--- src/rtl/term_flag_encoder8_pkg.sv ---
// Shared constants, state type and helper function for the term-flag encoder.
// Optional feature macro used by this block: TERM_ENC_COUNT_EN.
package term_enc_pkg;

    localparam int N     = 8;
    localparam int IDX_W = $clog2(N);

    typedef enum logic [0:0] {
        IDLE  = 1'b0,
        DRAIN = 1'b1
    } state_t;

    // Number of set bits in an 8-bit vector, 0..8
    function automatic logic [IDX_W:0] popcount8(input logic [N-1:0] v);
        logic [IDX_W:0] cnt;
        cnt = '0;
        for (int i = 0; i < N; i++) begin
            cnt = cnt + {{IDX_W{1'b0}}, v[i]};
        end
        return cnt;
    endfunction

endpackage

--- src/rtl/term_flag_encoder8_if.sv ---
// Load and index-stream handshake bundle of the term-flag encoder.
// The slave side is the encoder; the master side feeds vectors and consumes indices.
interface term_flag_encoder8_if;
    import term_enc_pkg::*;

    logic [N-1:0]     flags_in;
    logic             load_valid;
    logic             load_ready;
    logic [IDX_W-1:0] idx_out;
    logic             idx_valid;
    logic             idx_ready;
    logic             idx_last;

    modport master (
        output flags_in,
        output load_valid,
        input  load_ready,
        input  idx_out,
        input  idx_valid,
        output idx_ready,
        input  idx_last
    );

    modport slave (
        input  flags_in,
        input  load_valid,
        output load_ready,
        output idx_out,
        output idx_valid,
        input  idx_ready,
        output idx_last
    );

endinterface

--- src/rtl/term_flag_encoder8_lsb.sv ---
// Combinational find-first-set over an 8-bit mask, lowest index wins.
// Also flags whether any bit is set and whether exactly one bit is set.
module lsb_priority_enc8
    import term_enc_pkg::*;
(
    input  logic [N-1:0]     mask,
    output logic [IDX_W-1:0] idx,
    output logic             any,
    output logic             single
);

    logic [N-1:0] w_lowCleared;

    // Scan from the top down so the lowest set bit is the last to write idx
    always_comb begin
        idx = '0;
        for (int i = N - 1; i >= 0; i--) begin
            if (mask[i]) begin
                idx = IDX_W'(i);
            end
        end
    end

    // Clearing the lowest set bit leaves zero exactly when one bit was set
    assign w_lowCleared = mask & (mask - 8'd1);
    assign any          = |mask;
    assign single       = any && (w_lowCleared == '0);

endmodule

--- src/rtl/term_flag_encoder8.sv ---
// Term-flag encoder: captures an 8-bit sticky flag vector and drains it as a
// stream of slot indices, lowest first, one per accepted beat.
// Optional macro TERM_ENC_COUNT_EN adds term_cnt, the popcount of the loaded vector.
module term_flag_encoder8
    import term_enc_pkg::*;
(
    input  logic                   clk,
    input  logic                   reset_n,
    term_flag_encoder8_if.slave    bus,
    output logic                   empty_done,
    output logic                   busy
`ifdef TERM_ENC_COUNT_EN
    ,
    output logic [IDX_W:0]         term_cnt
`endif
);

    state_t           r_state;
    logic [N-1:0]     r_pending;

    logic             w_load;
    logic             w_beat;
    logic [N-1:0]     w_beatMask;
    logic [N-1:0]     w_encIn;
    logic [IDX_W-1:0] w_nextIdx;
    logic             w_nextAny;
    logic             w_nextSingle;

    assign bus.load_ready = (r_state == IDLE);
    assign busy           = (r_state == DRAIN);
    assign w_load         = bus.load_valid && bus.load_ready;
    assign w_beat         = bus.idx_valid && bus.idx_ready;
    assign w_beatMask     = w_beat ? (8'd1 << bus.idx_out) : '0;

    // While idle the encoder looks at the incoming vector so the first index
    // is ready one cycle after the load; while draining it looks at what is
    // left once the current beat's bit is removed.
    assign w_encIn = (r_state == IDLE) ? bus.flags_in : (r_pending & ~w_beatMask);

    lsb_priority_enc8 u_enc (
        .mask   (w_encIn),
        .idx    (w_nextIdx),
        .any    (w_nextAny),
        .single (w_nextSingle)
    );

    // FSM, pending bits and registered index outputs
    always_ff @(posedge clk) begin
        if (!reset_n) begin
            r_state       <= IDLE;
            r_pending     <= '0;
            bus.idx_out   <= '0;
            bus.idx_valid <= 1'b0;
            bus.idx_last  <= 1'b0;
            empty_done    <= 1'b0;
        end else begin
            empty_done <= 1'b0;
            case (r_state)
                IDLE: begin
                    if (w_load) begin
                        r_pending <= bus.flags_in;
                        if (w_nextAny) begin
                            r_state       <= DRAIN;
                            bus.idx_valid <= 1'b1;
                            bus.idx_out   <= w_nextIdx;
                            bus.idx_last  <= w_nextSingle;
                        end else begin
                            empty_done <= 1'b1;
                        end
                    end
                end
                DRAIN: begin
                    if (w_beat) begin
                        r_pending <= w_encIn;
                        if (w_nextAny) begin
                            bus.idx_out  <= w_nextIdx;
                            bus.idx_last <= w_nextSingle;
                        end else begin
                            r_state       <= IDLE;
                            bus.idx_valid <= 1'b0;
                            bus.idx_last  <= 1'b0;
                        end
                    end
                end
                default: begin
                    r_state <= IDLE;
                end
            endcase
        end
    end

`ifdef TERM_ENC_COUNT_EN
    // Term count is captured with the vector and held through the drain
    always_ff @(posedge clk) begin
        if (!reset_n) begin
            term_cnt <= '0;
        end else if (w_load) begin
            term_cnt <= popcount8(bus.flags_in);
        end
    end
`endif

endmodule

--- src/flat_wrapper.sv ---
// flat-port wrapper written by rule: the top's interface ports become plain ports
module term_flag_encoder8_flat import term_enc_pkg::*;
  (clk, reset_n, empty_done, busy, bus_flags_in, bus_load_valid, bus_load_ready, bus_idx_out, bus_idx_valid, bus_idx_ready, bus_idx_last);
  term_flag_encoder8_if bus_i ();
  input  logic clk;
  input  logic reset_n;
  output logic empty_done;
  output logic busy;
  input wire logic [$bits(bus_i.flags_in)-1:0] bus_flags_in;
  input wire logic [$bits(bus_i.load_valid)-1:0] bus_load_valid;
  output wire logic [$bits(bus_i.load_ready)-1:0] bus_load_ready;
  output wire logic [$bits(bus_i.idx_out)-1:0] bus_idx_out;
  output wire logic [$bits(bus_i.idx_valid)-1:0] bus_idx_valid;
  input wire logic [$bits(bus_i.idx_ready)-1:0] bus_idx_ready;
  output wire logic [$bits(bus_i.idx_last)-1:0] bus_idx_last;
  assign bus_i.flags_in = bus_flags_in;
  assign bus_i.load_valid = bus_load_valid;
  assign bus_load_ready = bus_i.load_ready;
  assign bus_idx_out = bus_i.idx_out;
  assign bus_idx_valid = bus_i.idx_valid;
  assign bus_i.idx_ready = bus_idx_ready;
  assign bus_idx_last = bus_i.idx_last;
  term_flag_encoder8 u_core (.clk(clk), .reset_n(reset_n), .bus(bus_i), .empty_done(empty_done), .busy(busy));
endmodule
--- config.mk ---
export PLATFORM = sky130hd
export DESIGN_NAME = term_flag_encoder8_flat
export DESIGN_NICKNAME = d
export VERILOG_FILES = /design/src/rtl/term_flag_encoder8_pkg.sv /design/src/rtl/term_flag_encoder8_if.sv /design/src/rtl/term_flag_encoder8_lsb.sv /design/src/rtl/term_flag_encoder8.sv /design/src/flat_wrapper.sv
export SDC_FILE = /design/constraint.sdc
export NUM_CORES = 1
export LEC_CHECK = 0
export BUFFER_PORTS_ARGS = -buffer_cell sky130_fd_sc_hd__buf_2
export CAP_MARGIN = 20
export CORE_ASPECT_RATIO = 0.5
export CORE_MARGIN = 2
export CORE_UTILIZATION = 40
export DETAILED_ROUTE_END_ITERATION = 8
export PLACE_DENSITY_LB_ADDON = 0.2
export SETUP_SLACK_MARGIN = 0.1
export SYNTH_ARGS = -nofsm -noshare
export SYNTH_HDL_FRONTEND = slang
export SYNTH_SLANG_ARGS = --single-unit
--- constraint.sdc ---
create_clock -name clk -period 2.9 [get_ports clk]
set_clock_uncertainty 0.15 [all_clocks]
set_input_delay 0.58 -clock clk [delete_from_list [all_inputs] [get_ports clk]]
set_output_delay 0.58 -clock clk [all_outputs]
set_load 0.005 [all_outputs]
==> results of run 1 <==
[stage by stage]
| step | total power, uW | instance area, sq um |
|---|---|---|
| floorplan | 370 | 1170 |
| global placement | 414 | 1280 |
| detailed placement | 412 | 1280 |
| CTS | 593 | 1320 |
| global route | 628 | 1320 |
| finish | 589 | 1320 |
[layout by cell type, fill, tap and decap left out, types with 3 or more instances in the layout]
cell      synthesis  layout
nand2_1          15      15
a21oi_1          11      11
nor2_1           15      15
buf_4             6       3
a22oi_1           3       3
nor2b_1           3       3
buf_2             2      19
o211ai_1          4       4
mux2i_1           3       3
clkbuf_8          0       3
nor3_1            3       3
o21ai_0           4       4
nand3_1           3       3
and4b_1           3       3
nand4b_1          3       3
a211oi_1          3       3
dfxtp_1          15      15
inv_1             3       3
[report_power, final]
| group | switching [uW] | leakage (uW) | internal (uW) |
|---|---|---|---|
| Combinational | 90.8 | 0.000383 | 71.7 |
| Clock | 79.1 | 0.0000228 | 97.6 |
| Sequential | 28.4 | 0.000123 | 221 |
| Total | 198 | 0.000529 | 390 |
[final cells by class]
type	count	area share, %
Clock buffer	4	3.41
Inverter	3	0.851
Multi-Input combinational cell	116	60.6
Sequential cell	15	22.7
Tap cell	37	3.50
Timing Repair Buffer	22	8.89
[worst register-to-register path: cells and delay by family (launching register included)]
kind,cells,cell delay [ns]
compound gates,3,0.80
fa+ha+maj,1,0.29
flops,1,0.58
simple gates,2,0.53
[state kept, by name, indices dropped and copies added, names as in the netlist]
| name | flops |
|---|---|
| u_core.bus.idx_last | 1 |
| u_core.bus.idx_out | 3 |
| u_core.bus.idx_valid | 1 |
| u_core.busy | 1 |
| u_core.empty_done | 1 |
| u_core.r_pending | 8 |
[routing by layer]
layer	up-vias	track usage (%)	routed length (microns)	share of wire, %
met3	7	6.68	301	9.6
met4	0	8.81	70	2.2
met5	-	0	0	0
met2	45	28.0	1300	41
li1	579	-	-	-
met1	568	29.5	1460	47
[worst paths after layout]
kind / startpoint / depth (start not counted) / endpoint
max: u_core.bus.idx_valid / 6 / u_core.bus.idx_valid
min: u_core.r_pending[1] / 2 / u_core.r_pending[1]
max reg2reg: u_core.bus.idx_valid / 6 / u_core.bus.idx_valid
min reg2reg: u_core.r_pending[1] / 2 / u_core.r_pending[1]
[cells by family after synthesis]
group,synth area share (%)
mux,2.56
fa+ha+maj,1.07
xor+xnor,0.747
simple gates,29.8
flops,25.6
buf+inv,5.98
compound gates,34.3
==> flow_metrics.tcl, run 1 <==
set metrics [dict create \
    tns_ns 0 \
    place_ws_ns 0.349 \
    grt_pass1_wl_microns 5220 \
    critPathTopFamily "compound AO/OA/AOI/OAI gates" \
    slowest_stage "dfxtp_1" \
    synth_edf_count 0 \
    via_per_inst 6.09 \
    setup_viol 0 \
    worstPathRequired_ns 2.92 \
    drtIter0Drc 71 \
    ys_top_cells_by_count "dfxtp_1 (15), nand2_1 (15), nor2_1 (15)" \
    antenna_found_initial 0 \
    clk_latency_ns 0.26 \
    groute.usage.overall_pct 20.7 \
    layout.nets 174 \
    start_util_pct 43.7 \
    crit_buf_inv 0 \
    syn2layout_area_growth_pct 12.8 \
    drive_gt1_share_pct 20.6 \
    clk_pin_slew_ns 0.07 \
    relSlewSlack_pct 61.5 \
    maxCapViolCount 0 \
    cts_resized 0 \
    tightest_slew_ns 0.575 \
    die_width_microns 80.6 \
    path_max_fanout 13 \
    vias 1199 \
    postCtsHoldBufs 0 \
    drc_errors 0 \
    clockBufferDepth 2 \
    dp_hpwl_microns 2290 \
    fmax_mhz 411 \
    ir_worst_vdd_uv 211 \
    grt_start_max_net_pins 17 \
    seq_area_sq_um 300 \
    min_period_over_period_pct 83.9 \
    stdcell_count 197 \
    ys_warn_count 0 \
    p_leak_uw 0.000529 \
    hold_ws_ns 0.308 \
    grt_pass1_vias 1005 \
    syn_nets 156 \
    fillerInstances 267 \
    cts_made_buffers 3 \
    n_antenna_cell 0 \
    dp_cells 193 \
    drt-wirelength-per-cell_microns 15.9 \
    synth_top_area_cell "dfxtp_1" \
    worstSetupStartpointType "flip-flop" \
    dieArea_sq_um 3410 \
    final_hold_viol_count 0 \
    io_buffer_count 19 \
    slowest_delay_ns 0.58 \
    rsz0062_at_grt "false" \
    die_h_microns 42.3 \
    finalCriticalPeriod_ns 2.43 \
    synth_top_cell_area_share_pct 25.6 \
    synth_cell_type_count 54 \
    multi_input_area_sq_um 802 \
    maxSlewViolCount 0 \
    synthArstFlopShare_pct 0 \
    cts_sinks 15 \
    critPathCaptureType "flip-flop" \
    outcome "complete, no violations" \
    ant_nets 0 \
    grt-ovfl-total 0 \
    postCtsSetupRepairBufs 0 \
    cts_tree "done" \
    dr.pass1.iters 4 \
    gp_congestion 0.827 \
    htreeDepth 1 \
    yosysSeqAreaShare_pct 25.6 \
    cp_cell_sequence "nand4_1 > o21a_1 > o311ai_4 > nor4b_4 > ha_1 > a311oi_1" \
    avgSynthCellArea_sq_um 8.20 \
    synth_top_cells_by_area "dfxtp_1 (26%), nand2_1 (4.8%), nor2_1 (4.8%)" \
    hp-class "flip-flop to flip-flop" \
    power_density_nw_per_um2 445 \
    final_core_util_pct 49.3 \
    critPathKind "flip-flop to flip-flop" \
    syn_inst 143 \
    fp-row-count 13 \
    synth_seq_cells 15 \
    ios 20 \
    routed_wl_microns 3140 \
    worst_slack_ns 0.466 \
    r2r_slack_ns 0.47 \
    cts-root-buf "clkbuf_8" \
    synth_ff_type "dfxtp_1" \
    cp.arrival_ns 2.46 \
    core_area_sq_um 2680 \
    synth_area_sq_um 1170 \
]
(Power assumes the default switching activity.)
==> run 2: changes to the inputs <==
==> constraint.sdc (replaced) <==
create_clock -name clk -period 2.4 [get_ports clk]
set_clock_uncertainty 0.15 [all_clocks]
set_input_delay 0.48 -clock clk [delete_from_list [all_inputs] [get_ports clk]]
set_output_delay 0.48 -clock clk [all_outputs]
set_load 0.005 [all_outputs]
==> flow_metrics.tcl, run 2 (synthesized netlist as in run 1, its figures left out) <==
set metrics [dict create \
    routed_wl_microns 3270 \
    grt-ovfl-total 0 \
    rsz0062_at_grt "true" \
    dr.pass1.iters 4 \
    finalCriticalPeriod_ns 2.22 \
    r2r_slack_ns 0.18 \
    dp_cells 201 \
    cts_sinks 15 \
    n_antenna_cell 0 \
    gp_congestion 0.897 \
    dieArea_sq_um 3410 \
    power_density_nw_per_um2 521 \
    drc_errors 0 \
    min_period_over_period_pct 92.6 \
    grt_pass1_vias 1080 \
    setup_viol 0 \
    drtIter0Drc 75 \
    dp_hpwl_microns 2450 \
    sw_frac_of_total_pct 33.2 \
    core_area_sq_um 2680 \
    reg2reg_to "u_core.bus.idx_last" \
    fmax_mhz 450 \
    stdcell_count 205 \
    clk_pin_slew_ns 0.06 \
    holdPathStages 2 \
    hold_ws_ns 0.303 \
    cts_tree "done" \
    htreeDepth 1 \
    finalPower_uw 729 \
    final_common_cell "buf_2" \
    final_cell_mix "buf_2 (19), nor2_1 (15), nand2_1 (15)" \
    largest_reg_flops 8 \
    via_per_inst 5.79 \
    path_max_fanout 10 \
    fillerInstances 287 \
    maxSlewViolCount 0 \
    cts_made_buffers 3 \
    p_sw_uw 242 \
    postCtsHoldBufs 0 \
    worstPathRequired_ns 2.41 \
    final_hold_viol_count 0 \
    relSlewSlack_pct 72.8 \
    reg2reg_depth 9 \
    drive_gt1_share_pct 26.2 \
    io_buffer_count 19 \
    tns_ns 0 \
    clockBufferDepth 2 \
    clk_latency_ns 0.25 \
    hp-start "u_core.r_pending[1]" \
    start_util_pct 43.7 \
    layout.nets 182 \
    p_leak_uw 0.000571 \
    critPathCaptureType "flip-flop" \
    postCtsSetupRepairBufs 0 \
    p_clk_share_pct 28.6 \
    fp-row-count 13 \
    r2r_start "u_core.bus.idx_out[0]" \
    ant_nets 0 \
    worstSetupStartpointType "flip-flop" \
    hp-class "flip-flop to flip-flop" \
    ir_worst_vdd_uv 309 \
    vias 1187 \
    syn2layout_area_growth_pct 19.3 \
    groute.usage.overall_pct 20.2 \
    ios 20 \
    die_h_microns 42.3 \
    die_width_microns 80.6 \
    cp.arrival_ns 2.23 \
    tightest_slew_ns 0.407 \
    cts-root-buf "clkbuf_8" \
    outcome "complete, no violations" \
    pwr-share-comb_pct 30.5 \
    grt_pass1_wl_microns 5300 \
    maxCapViolCount 0 \
    layout_top_registers "u_core.r_pending x8, u_core.bus.idx_out x3" \
    hold_end "u_core.r_pending[1]" \
    critPathKind "flip-flop to flip-flop" \
    regMostFlops "u_core.r_pending" \
    grt_start_max_net_pins 20 \
    p_int_uw 487 \
    antenna_found_initial 0 \
    drt-wirelength-per-cell_microns 15.9 \
    p_seq_share_pct 40.8 \
]
==> run 2: cell count changes in the layout (fill, tap and decap cells not counted) <==
cell,previous run,this run
buf_4,3,10
dfxtp_1,15,12
dfxtp_2,0,3
buf_12,0,1
==> run 2: metrics by stage <==
step,setup WS [ns],util (%),cell area (sq um)
after floorplan,0.111,-,1170
after global placement,0.121,50.3,1350
after detailed placement,0.0657,50.3,1350
after CTS,0.170,52.0,1400
after global routing,0.0512,52.1,1400
final,0.179,52.1,1400
==> run 2: layer usage <==
metal	wire [microns]	vias up	share of wire, %	track usage [%]
met5	0	-	0	0
met4	8	0	0.24	2.03
met3	245	2	7.5	5.82
met2	1330	37	41	28.3
met1	1680	556	52	31.2
li1	-	592	-	-
==> run 2: what timing repair did <==
item | in CTS | in global routing
hold endpoints to repair | 0 | 0
setup endpoints to repair | 0 | 4
resized for setup | 0 | 3
==> run 2: how the worst max path moves through the flow <==
stage                                      from  cells past startpoint                    to  slack, ns
after floorplan                   bus_idx_ready                      7  u_core.bus.idx_valid       0.11
after global placement            bus_idx_ready                      8  u_core.bus.idx_valid       0.12
after detailed placement          bus_idx_ready                      8  u_core.bus.idx_valid       0.07
after CTS                 u_core.bus.idx_out[2]                      6  u_core.bus.idx_valid       0.17
after global routing                u_core.busy                      8   u_core.bus.idx_last       0.05
final                     u_core.bus.idx_out[0]                      9   u_core.bus.idx_last       0.18
==> run 2: cell type report <==
type                       instances  area, sq um  area share, %
clock buffer                       4         45.0           3.22
inverter                           3         11.3          0.805
multi-input combinational        116          802           57.3
sequential                        15          304           21.7
tap                               37         46.3           3.31
timing repair buffer              30          190           13.6
==> run 2: power groups by stage <==
stage	clock network [uW]	registers (uW)	logic [uW]
6_report	209	297	222
5_1_grt	231	300	244
4_1_cts	215	295	220
3_5_place_dp	0	301	219
3_3_place_gp	0	300	219
2_1_floorplan	0	290	158
==> run 2: critical path, cell delays in order (launching register included) <==
cell and delay, ns:
dfxtp_1 0.50, buf_12 0.17, nor2_1 0.04, o211a_1 0.25, a211oi_4 0.27, nor4b_4 0.08
ha_1 0.18, nor2_1 0.15, o211ai_1 0.11, o32ai_1 0.23
==> run 3: changes to the inputs <==
--- a/config.mk
+++ b/config.mk
@@ -7,12 +7,13 @@
 export LEC_CHECK = 0
 export BUFFER_PORTS_ARGS = -buffer_cell sky130_fd_sc_hd__buf_2
 export CAP_MARGIN = 20
-export CORE_ASPECT_RATIO = 0.5
+export CORE_ASPECT_RATIO = 1.75
 export CORE_MARGIN = 2
 export CORE_UTILIZATION = 40
 export DETAILED_ROUTE_END_ITERATION = 8
 export PLACE_DENSITY_LB_ADDON = 0.2
 export SETUP_SLACK_MARGIN = 0.1
+export SKIP_LAST_GASP = 1
 export SYNTH_ARGS = -nofsm -noshare
 export SYNTH_HDL_FRONTEND = slang
 export SYNTH_SLANG_ARGS = --single-unit
==> flow_metrics.tcl, run 3 (synthesized netlist as in run 1, its figures left out) <==
set metrics [dict create \
    layout.nets 183 \
    finalCriticalPeriod_ns 2.27 \
    cts_made_buffers 3 \
    cp.arrival_ns 2.26 \
    grt_pass1_wl_microns 5500 \
    fp-row-count 26 \
    fmax_mhz 441 \
    critPathCaptureType "flip-flop" \
    postCtsHoldBufs 0 \
    worstPathRequired_ns 2.39 \
    fillerInstances 282 \
    dieArea_sq_um 3400 \
    core_area_sq_um 2860 \
    cts_sinks 15 \
    maxSlewViolCount 0 \
    die_h_microns 75.6 \
    grt_start_max_net_pins 13 \
    reg2reg_depth 6 \
    place_ws_ns -0.00624 \
    clk_pin_slew_ns 0.07 \
    clockBufferDepth 2 \
    multi_input_area_sq_um 820 \
    largest_reg_flops 8 \
    vias 1230 \
    worst_slack_ns 0.130 \
    cts-root-buf "clkbuf_8" \
    antenna_found_initial 0 \
    htreeDepth 1 \
    path_max_fanout 11 \
    io_buffer_count 19 \
    final_common_cell "buf_2" \
    dp_hpwl_microns 2640 \
    critPathKind "input pin to flip-flop" \
    min_period_over_period_pct 94.6 \
    power_density_nw_per_um2 529 \
    routed_wl_microns 3530 \
    ant_nets 0 \
    fin_area_sq_um 1410 \
    start_util_pct 41.0 \
    p_leak_uw 0.000578 \
    worstSetupStartpointType "input pin" \
    clk_latency_ns 0.26 \
    cts_tree "done" \
    placed_area_sq_um 1330 \
    die_width_microns 44.9 \
    seq_area_sq_um 314 \
    ir_worst_vdd_uv 299 \
    relSlewSlack_pct 58.0 \
    hold_ws_ns 0.304 \
    final_cell_mix "buf_2 (19), nor2_1 (15), nand2_1 (15)" \
    grt_pass1_vias 1114 \
    outcome "complete, no violations" \
    groute.usage.overall_pct 22.2 \
    tightest_slew_ns 0.629 \
    n_antenna_cell 0 \
    holdPathStages 2 \
    final_core_util_pct 49.4 \
    drtIter0Drc 112 \
    layout_top_registers "u_core.r_pending x8, u_core.bus.idx_out x3" \
    hp-class "flip-flop to flip-flop" \
    regMostFlops "u_core.r_pending" \
    grt-ovfl-total 0 \
    syn2layout_area_growth_pct 20.6 \
    dr.pass1.iters 4 \
    via_per_inst 6.24 \
    setup_viol 0 \
    ios 20 \
    drt-wirelength-per-cell_microns 17.9 \
    maxCapViolCount 0 \
    gp_congestion 0.957 \
    drive_gt1_share_pct 29.6 \
    final_hold_viol_count 0 \
    drc_errors 0 \
    rsz0062_at_grt "false" \
]
-- run 3: cell count changes in the layout (fill, tap and decap cells not counted), sizes merged --
cell      before  now
buf           30   31
clkinvlp       0    1
clkbuf         4    3
-- run 3: stage by stage --
stage	instances	TNS, ns	power, uW
5_1_grt	197	0	782
3_5_place_dp	193	-0.00624	524
4_1_cts	197	0	745
3_3_place_gp	193	0	520
2_1_floorplan	143	0	448
6_report	197	0	748
-- run 3: final cells by class --
| type | count | area share (%) |
|---|---|---|
| Inverter | 3 | 0.796 |
| Clock inverter | 1 | 0.531 |
| Timing Repair Buffer | 31 | 13.1 |
| Tap cell | 28 | 2.48 |
| Clock buffer | 3 | 2.92 |
| Multi-Input combinational cell | 116 | 58.0 |
| Sequential cell | 15 | 22.2 |
-- run 3: report_power, final --
group	internal [uW]	switching [uW]	total, uW
Clock	117	101	218
Sequential	268	31.7	299
Combinational	104	127	231
Total	489	259	748
-- run 3: timing repair --
item / in CTS / in global routing
setup endpoints to repair: 1 / 2
gates cloned: 0 / 0
resized for setup: 4 / 7
hold endpoints to repair: 0 / 0
pin swaps: 0 / 0
buffers inserted: 0 / 0
-- run 3: worst max-delay path, stage by stage --
cell and delay [ns]:
buf_2 0.21, nand4_1 0.15, o21a_1 0.24, o311ai_4 0.29, nor4b_4 0.27, ha_1 0.29
a311oi_1 0.33
-- run 3: routing by layer --
layer / vias to the layer above / share of wire [%] / track usage [%] / wire length, microns
met1: 569 / 39 / 26.7 / 1370
met2: 54 / 54 / 39.8 / 1900
met3: 5 / 5.4 / 1.42 / 192
met4: 0 / 1.7 / 8.82 / 60
li1: 602 / - / - / -
met5: - / 0 / 0 / 0
-- run 3: worst paths after layout --
path                              start  slack (ns)                   end
setup / recovery          bus_idx_ready        0.13  u_core.bus.idx_valid
hold / removal      u_core.r_pending[1]        0.30   u_core.r_pending[1]
setup reg to reg  u_core.bus.idx_out[1]        0.14  u_core.bus.idx_valid
hold reg to reg     u_core.r_pending[1]        0.30   u_core.r_pending[1]
